`config.mk`:
```
export PLATFORM = sky130hd
export DESIGN_NAME = kcpsmx_idu_stage
export DESIGN_NICKNAME = d
export VERILOG_FILES = /design/src/rtl/kcpsmx_idu_stage.sv
export SDC_FILE = /design/constraint.sdc
export NUM_CORES = 1
export LEC_CHECK = 0
export ABC_CLOCK_PERIOD_IN_PS = 3100
export CORE_MARGIN = 4
export CORE_UTILIZATION = 51
export CTS_BUF_LIST = sky130_fd_sc_hd__clkbuf_8
export CTS_CLUSTER_DIAMETER = 50
export CTS_CLUSTER_SIZE = 28
export DETAILED_ROUTE_END_ITERATION = 8
export PLACE_DENSITY = 0.95
export SYNTH_ARGS = -nofsm -noshare
export SYNTH_HDL_FRONTEND = slang
export SYNTH_SLANG_ARGS = --single-unit
```
`constraint.sdc`:
```
create_clock -name clk -period 3.1 [get_ports clk]
set_input_delay 0.31 -clock clk [delete_from_list [all_inputs] [get_ports clk]]
set_output_delay 0.31 -clock clk [all_outputs]
set_load 0.05 [all_outputs]
```
`src/rtl/kcpsmx_idu_stage.sv`:
```
// kcpsmx_idu_stage -- instruction decode stage for the KCPSMx core.
//
// This file holds the instruction-format package and the decode stage.
// The stage takes a fetched 18-bit word and decodes every union view at
// once, whatever the opcode. It registers the decoded entry with a one-cycle
// latency. A skid register behind the output entry lets in_ready come
// straight from a flop.
//
// Ports:
//   clk, reset        clock, synchronous active-high reset
//   flush             drop both held entries, prev tracking and this cycle's input
//   in_valid/in_ready input handshake; in_instruction, in_pc
//   out_valid/out_ready output handshake; out_pc plus decoded fields:
//     operation, shift_operation, shift_direction, shift_constant,
//     operand_selection, conditional, condition_flags, interrupt_enable,
//     x_address, y_address, implied_value, port_address, scratch_address,
//     code_address, writes_x, raw_hazard

package kcpsmx_idu_pkg;

  typedef enum logic [4:0] {
    OP_LOAD      = 5'd0,
    OP_AND       = 5'd1,
    OP_OR        = 5'd2,
    OP_XOR       = 5'd3,
    OP_ADD       = 5'd4,
    OP_ADDCY     = 5'd5,
    OP_SUB       = 5'd6,
    OP_SUBCY     = 5'd7,
    OP_COMPARE   = 5'd8,
    OP_TEST      = 5'd9,
    OP_SHIFT     = 5'd10,
    OP_INPUT     = 5'd11,
    OP_OUTPUT    = 5'd12,
    OP_FETCH     = 5'd13,
    OP_STORE     = 5'd14,
    OP_JUMP      = 5'd15,
    OP_CALL      = 5'd16,
    OP_RETURN    = 5'd17,
    OP_RETURNI   = 5'd18,
    OP_INTERRUPT = 5'd19
  } opcode_t;

  // Fill source for shifts; SH_ROTATE feeds back the bit shifted out.
  typedef enum logic [1:0] {
    SH_FILL0  = 2'd0,
    SH_FILL1  = 2'd1,
    SH_ARITH  = 2'd2,
    SH_ROTATE = 2'd3
  } shift_op_t;

  // [1] = test carry, [0] = test zero
  typedef logic [1:0] cond_flag_t;

  typedef struct packed {
    logic [3:0] x;
    logic [3:0] y;
    logic [3:0] pad;
  } reg_reg_t;

  typedef struct packed {
    logic [3:0] x;
    logic [7:0] constant;
  } reg_const_t;

  typedef struct packed {
    logic [3:0] x;
    logic [3:0] pad;
    logic       direction;
    shift_op_t  op;
    logic       constant;
  } shift_t;

  typedef struct packed {
    cond_flag_t flags;
    logic [9:0] address;
  } jump_t;

  typedef struct packed {
    logic [3:0] x;
    logic [7:0] port;
  } port_t;

  typedef struct packed {
    logic [3:0] x;
    logic [1:0] pad;
    logic [5:0] address;
  } scratch_t;

  typedef struct packed {
    logic [10:0] pad;
    logic        enable;
  } interrupt_t;

  typedef union packed {
    reg_reg_t   reg_reg;
    reg_const_t reg_const;
    shift_t     shift;
    jump_t      jump;
    port_t      port;
    scratch_t   scratch;
    interrupt_t interrupt;
  } kcpsmx3_inc;

  typedef struct packed {
    opcode_t    opcode;
    logic       op_cond_sel;
    kcpsmx3_inc inc;
  } instr_t;

endpackage

module kcpsmx_idu_stage
  import kcpsmx_idu_pkg::*;
#(
  parameter int INSTR_WIDTH    = 18,
  parameter int REGISTER_DEPTH = 4,
  parameter int OPERAND_WIDTH  = 8,
  parameter int PORT_DEPTH     = 8,
  parameter int SCRATCH_DEPTH  = 6,
  parameter int CODE_DEPTH     = 10
) (
  input  logic                      clk,
  input  logic                      reset,
  input  logic                      flush,
  input  logic                      in_valid,
  output logic                      in_ready,
  input  instr_t                    in_instruction,
  input  logic [CODE_DEPTH-1:0]     in_pc,
  output logic                      out_valid,
  input  logic                      out_ready,
  output logic [CODE_DEPTH-1:0]     out_pc,
  output opcode_t                   operation,
  output shift_op_t                 shift_operation,
  output logic                      shift_direction,
  output logic                      shift_constant,
  output logic                      operand_selection,
  output logic                      conditional,
  output cond_flag_t                condition_flags,
  output logic                      interrupt_enable,
  output logic [REGISTER_DEPTH-1:0] x_address,
  output logic [REGISTER_DEPTH-1:0] y_address,
  output logic [OPERAND_WIDTH-1:0]  implied_value,
  output logic [PORT_DEPTH-1:0]     port_address,
  output logic [SCRATCH_DEPTH-1:0]  scratch_address,
  output logic [CODE_DEPTH-1:0]     code_address,
  output logic                      writes_x,
  output logic                      raw_hazard
);

  typedef struct packed {
    logic [CODE_DEPTH-1:0]     pc;
    opcode_t                   operation;
    shift_op_t                 shift_operation;
    logic                      shift_direction;
    logic                      shift_constant;
    logic                      op_cond_sel;
    cond_flag_t                condition_flags;
    logic                      interrupt_enable;
    logic [REGISTER_DEPTH-1:0] x;
    logic [REGISTER_DEPTH-1:0] y;
    logic [OPERAND_WIDTH-1:0]  implied;
    logic [PORT_DEPTH-1:0]     port;
    logic [SCRATCH_DEPTH-1:0]  scratch;
    logic [CODE_DEPTH-1:0]     code;
    logic                      writes_x;
    logic                      raw_hazard;
  } entry_t;

  entry_t                    main_q, skid_q, dec;
  logic                      main_valid, skid_full;
  logic                      prev_valid, prev_writes_x;
  logic [REGISTER_DEPTH-1:0] prev_x;
  logic                      in_fire, out_fire, reads_x;

  assign in_ready = !skid_full;
  assign in_fire  = in_valid && in_ready;
  assign out_fire = main_valid && out_ready;

  // Decode every union view in parallel; consumers pick by operation.
  always_comb begin
    dec                  = '0;
    dec.pc               = in_pc;
    dec.operation        = in_instruction.opcode;
    dec.op_cond_sel      = in_instruction.op_cond_sel;
    dec.shift_operation  = in_instruction.inc.shift.op;
    dec.shift_direction  = in_instruction.inc.shift.direction;
    dec.shift_constant   = in_instruction.inc.shift.constant;
    dec.condition_flags  = in_instruction.inc.jump.flags;
    dec.interrupt_enable = in_instruction.inc.interrupt.enable;
    dec.x       = REGISTER_DEPTH'(in_instruction.inc.reg_reg.x);
    dec.y       = REGISTER_DEPTH'(in_instruction.inc.reg_reg.y);
    dec.implied = OPERAND_WIDTH'(in_instruction.inc.reg_const.constant);
    dec.port    = PORT_DEPTH'(in_instruction.inc.port.port);
    dec.scratch = SCRATCH_DEPTH'(in_instruction.inc.scratch.address);
    dec.code    = CODE_DEPTH'(in_instruction.inc.jump.address);

    unique case (in_instruction.opcode)
      OP_LOAD, OP_AND, OP_OR, OP_XOR, OP_ADD, OP_ADDCY, OP_SUB, OP_SUBCY,
      OP_SHIFT, OP_INPUT, OP_FETCH: dec.writes_x = 1'b1;
      default:                      dec.writes_x = 1'b0;
    endcase

    // LOAD/INPUT/FETCH only overwrite x; the compare/store family reads x
    // without writing it.
    reads_x = 1'b0;
    unique case (in_instruction.opcode)
      OP_AND, OP_OR, OP_XOR, OP_ADD, OP_ADDCY, OP_SUB, OP_SUBCY, OP_SHIFT,
      OP_COMPARE, OP_TEST, OP_OUTPUT, OP_STORE: reads_x = 1'b1;
      default:                                  reads_x = 1'b0;
    endcase

    dec.raw_hazard = prev_valid && prev_writes_x &&
                     ((reads_x && dec.x == prev_x) ||
                      (dec.op_cond_sel && dec.y == prev_x));
  end

  always_ff @(posedge clk) begin
    if (reset) begin
      main_q        <= '0;
      skid_q        <= '0;
      main_valid    <= 1'b0;
      skid_full     <= 1'b0;
      prev_valid    <= 1'b0;
      prev_writes_x <= 1'b0;
      prev_x        <= '0;
    end else if (flush) begin
      // Payload registers keep their contents; only validity is dropped.
      main_valid <= 1'b0;
      skid_full  <= 1'b0;
      prev_valid <= 1'b0;
    end else begin
      if (in_fire) begin
        prev_valid    <= 1'b1;
        prev_writes_x <= dec.writes_x;
        prev_x        <= dec.x;
      end
      if (!main_valid || out_fire) begin
        // Main slot frees up: the older skid entry goes first. in_ready is low
        // whenever skid is full, so nothing new arrives in that case.
        if (skid_full) begin
          main_q    <= skid_q;
          skid_full <= 1'b0;
        end else if (in_fire) begin
          main_q     <= dec;
          main_valid <= 1'b1;
        end else begin
          main_valid <= 1'b0;
        end
      end else if (in_fire) begin
        skid_q    <= dec;
        skid_full <= 1'b1;
      end
    end
  end

  assign out_valid         = main_valid;
  assign out_pc            = main_q.pc;
  assign operation         = main_q.operation;
  assign shift_operation   = main_q.shift_operation;
  assign shift_direction   = main_q.shift_direction;
  assign shift_constant    = main_q.shift_constant;
  assign operand_selection = main_q.op_cond_sel;
  assign conditional       = main_q.op_cond_sel;
  assign condition_flags   = main_q.condition_flags;
  assign interrupt_enable  = main_q.interrupt_enable;
  assign x_address         = main_q.x;
  assign y_address         = main_q.y;
  assign implied_value     = main_q.implied;
  assign port_address      = main_q.port;
  assign scratch_address   = main_q.scratch;
  assign code_address      = main_q.code;
  assign writes_x          = main_q.writes_x;
  assign raw_hazard        = main_q.raw_hazard;

endmodule

```
==> run metrics <==
H-tree depth=3; IO Count=101; LEAKAGE=1.35 nW; Power Density=507 nW/µm²; Avg Inst Size Synth=8.82 µm²; critical-path cell list=inv_1, clkdlybuf4s50_1; count leader, synth=dfxtp_1; crit path launch type=flip-flop; Ys Warns=0; Worst-Margin Slew=1.02 ns; status=finished clean; period utilization=0.677; Root Driver=clkbuf_8; sequential area share after synthesis=0.437; post-route minimum period=2.10 ns; critical path class=reg2out; worst reg2reg endpoint=out_pc[6]; r2r startpoint=skid_full; CP endpoint=in_ready; largest net degree at the start of global routing=40; Hold Vio Cnt, Final=0; Synth Instances=353; placed wire-length estimate=5220 µm; Worst Setup End Kind=output port; post-CTS resize count=0; FILL cells=419; Port Buffers=100; Placer Congestion=0.842; Synth top cells by count=dfxtp_1, nand2_1, buf_4, nor2_1, mux2i_1; Starting DRT DRC Count=157; num rows=28; RSZ-0062 raised after global routing=no; post-route ant nets=0; worst skew pair latency=0.34 ns; Max VDD drop=300 µV; Area contributors post-synth=dfxtp_1, mux2i_1, buf_4; Synth Flop Type=dfxtp_1; Area growth, synth to finish=28.4%; WL final=7260 µm; DIE AREA=7420 µm²; layout cell share with drive strength beyond 1=0.0556; worst r2r path cells=6; Final Skew=0.00347 ns; Post-CTS Setup Bufs=0; chip width=86.1 µm; Post-Syn Area=3110 µm²; Starting Density=0.526; initial antenna violation count=0; r2r setup slk=1.01 ns; Worst Setup SP=skid_full; #FFs+latches synth=68; Max Cap Violations=0; core area=5920 µm²; GRT Overall Usage=0.200; n_diodes=0; post-synth top area share=0.437; CTS tree=yes; hold_buf cts=0; Die Y=86.1 µm; number of buffers created by CTS=9; Worst Path Arrival=1.79 ns; residual DRC count=0; Post-synth EDFFs=0; grt total ovfl=0; fmax=476 MHz; TritonCTS Sinks=68; slowest stage cell, crit path=clkdlybuf4s50_1; Critical Path RT=2.79 ns; setup_tns=0 ns; FFs w/ async S/R, synth=0; non-filler cells, final=489; Vias=2596; first-pass GRT wire length=11600 µm; drt first pass iters=4; post-DR vias/cell=5.31; Max Slew Vio Count=0; drt wl/cell=14.9 µm; Slew headroom=0.321; Worst-path clk slew=0.06 ns; Hold Path Class=reg2reg; Crit path largest cell delay=0.74 ns; post-synth top area cell=dfxtp_1; Clock Path Buffers=2; placed cell count=473; Unique masters post-synth=31; vias in the first global route=2467; post-synthesis net count=386; worst-path maximum fanout=13; NumNets Final=442; Setup Viol. Count Final=0
## cells by family after synthesis
family	share of synthesized area
xor gates and xnor gates	0.0225
muxes	0.109
and+or+nand+nor	0.162
DFF	0.437
buffers and inverters	0.135
AOI/OAI and AO/OA	0.134
## worst min path at each step
stage | start | to | cells past startpoint | slack [ns]
floorplan | flush | skid_full | 1 | 0.39
global placement | skid_q[1] | skid_q[1] | 2 | 0.44
detailed placement | skid_q[51] | skid_q[51] | 2 | 0.45
CTS | skid_q[51] | skid_q[51] | 2 | 0.46
global route | skid_q[45] | skid_q[45] | 2 | 0.47
finish | skid_q[51] | skid_q[51] | 2 | 0.46
## per-stage QoR
step / instance area [µm²] / power [mW] / setup WS [ns] / util / hold WS (ns)
after floorplan: 3110 / 1.30 / 1.46 / - / 0.387
after global placement: 3840 / 1.43 / 0.916 / 0.648 / 0.440
after detailed placement: 3840 / 1.44 / 0.781 / 0.648 / 0.447
after CTS: 4000 / 2.04 / 0.988 / 0.675 / 0.455
after global routing: 4000 / 2.09 / 0.830 / 0.675 / 0.472
final: 4000 / 2.03 / 1.00 / 0.675 / 0.456
## cells in the final DEF, fill, tap and decap left out, drive strengths merged, types with 5 or more instances in the layout
master	count
a211oi	31
clkbuf	10
nor2	38
inv	6
buf	7
nand2	60
a21oi	30
xnor2	5
mux2i	34
dfxtp	68
clkdlybuf4s50	99
## layout make-up
class / count / area, µm² / share of cell area
flip-flops and latches: 68 / 1360 / 0.341
multi-input cells: 222 / 1330 / 0.333
repair buffers: 106 / 1040 / 0.260
clock buffers: 10 / 138 / 0.0344
well taps: 75 / 93.8 / 0.0235
clock inverters: 6 / 25.0 / 0.00626
inverters: 2 / 7.51 / 0.00188
## flip-flops by register name, indices dropped and copies added, names as in the netlist, 2 cells and up
| signal | flops |
|---|---|
| operation | 5 |
| y_address | 3 |
| condition_flags | 2 |
| prev_x | 4 |
| x_address | 2 |
| skid_q | 30 |
| implied_value | 3 |
| out_pc | 10 |
## layer usage
layer	vias to the layer above	wire length, µm	global-route usage
met5	-	0	0
met2	87	3670	0.339
met3	21	401	0.0365
li1	1276	-	-
met4	0	239	0.128
met1	1212	2950	0.230
## power by group
part,switching [mW],internal (mW)
combinational,0.315,0.173
clock,0.307,0.297
sequential,0.0262,0.908
## worst max-delay path, delay by kind of cell, from the launching register on
kind	cells	cell delay, ns
flops	1	0.55
buf+inv	2	0.89
Note: power is estimated with default switching activity, not from simulation.
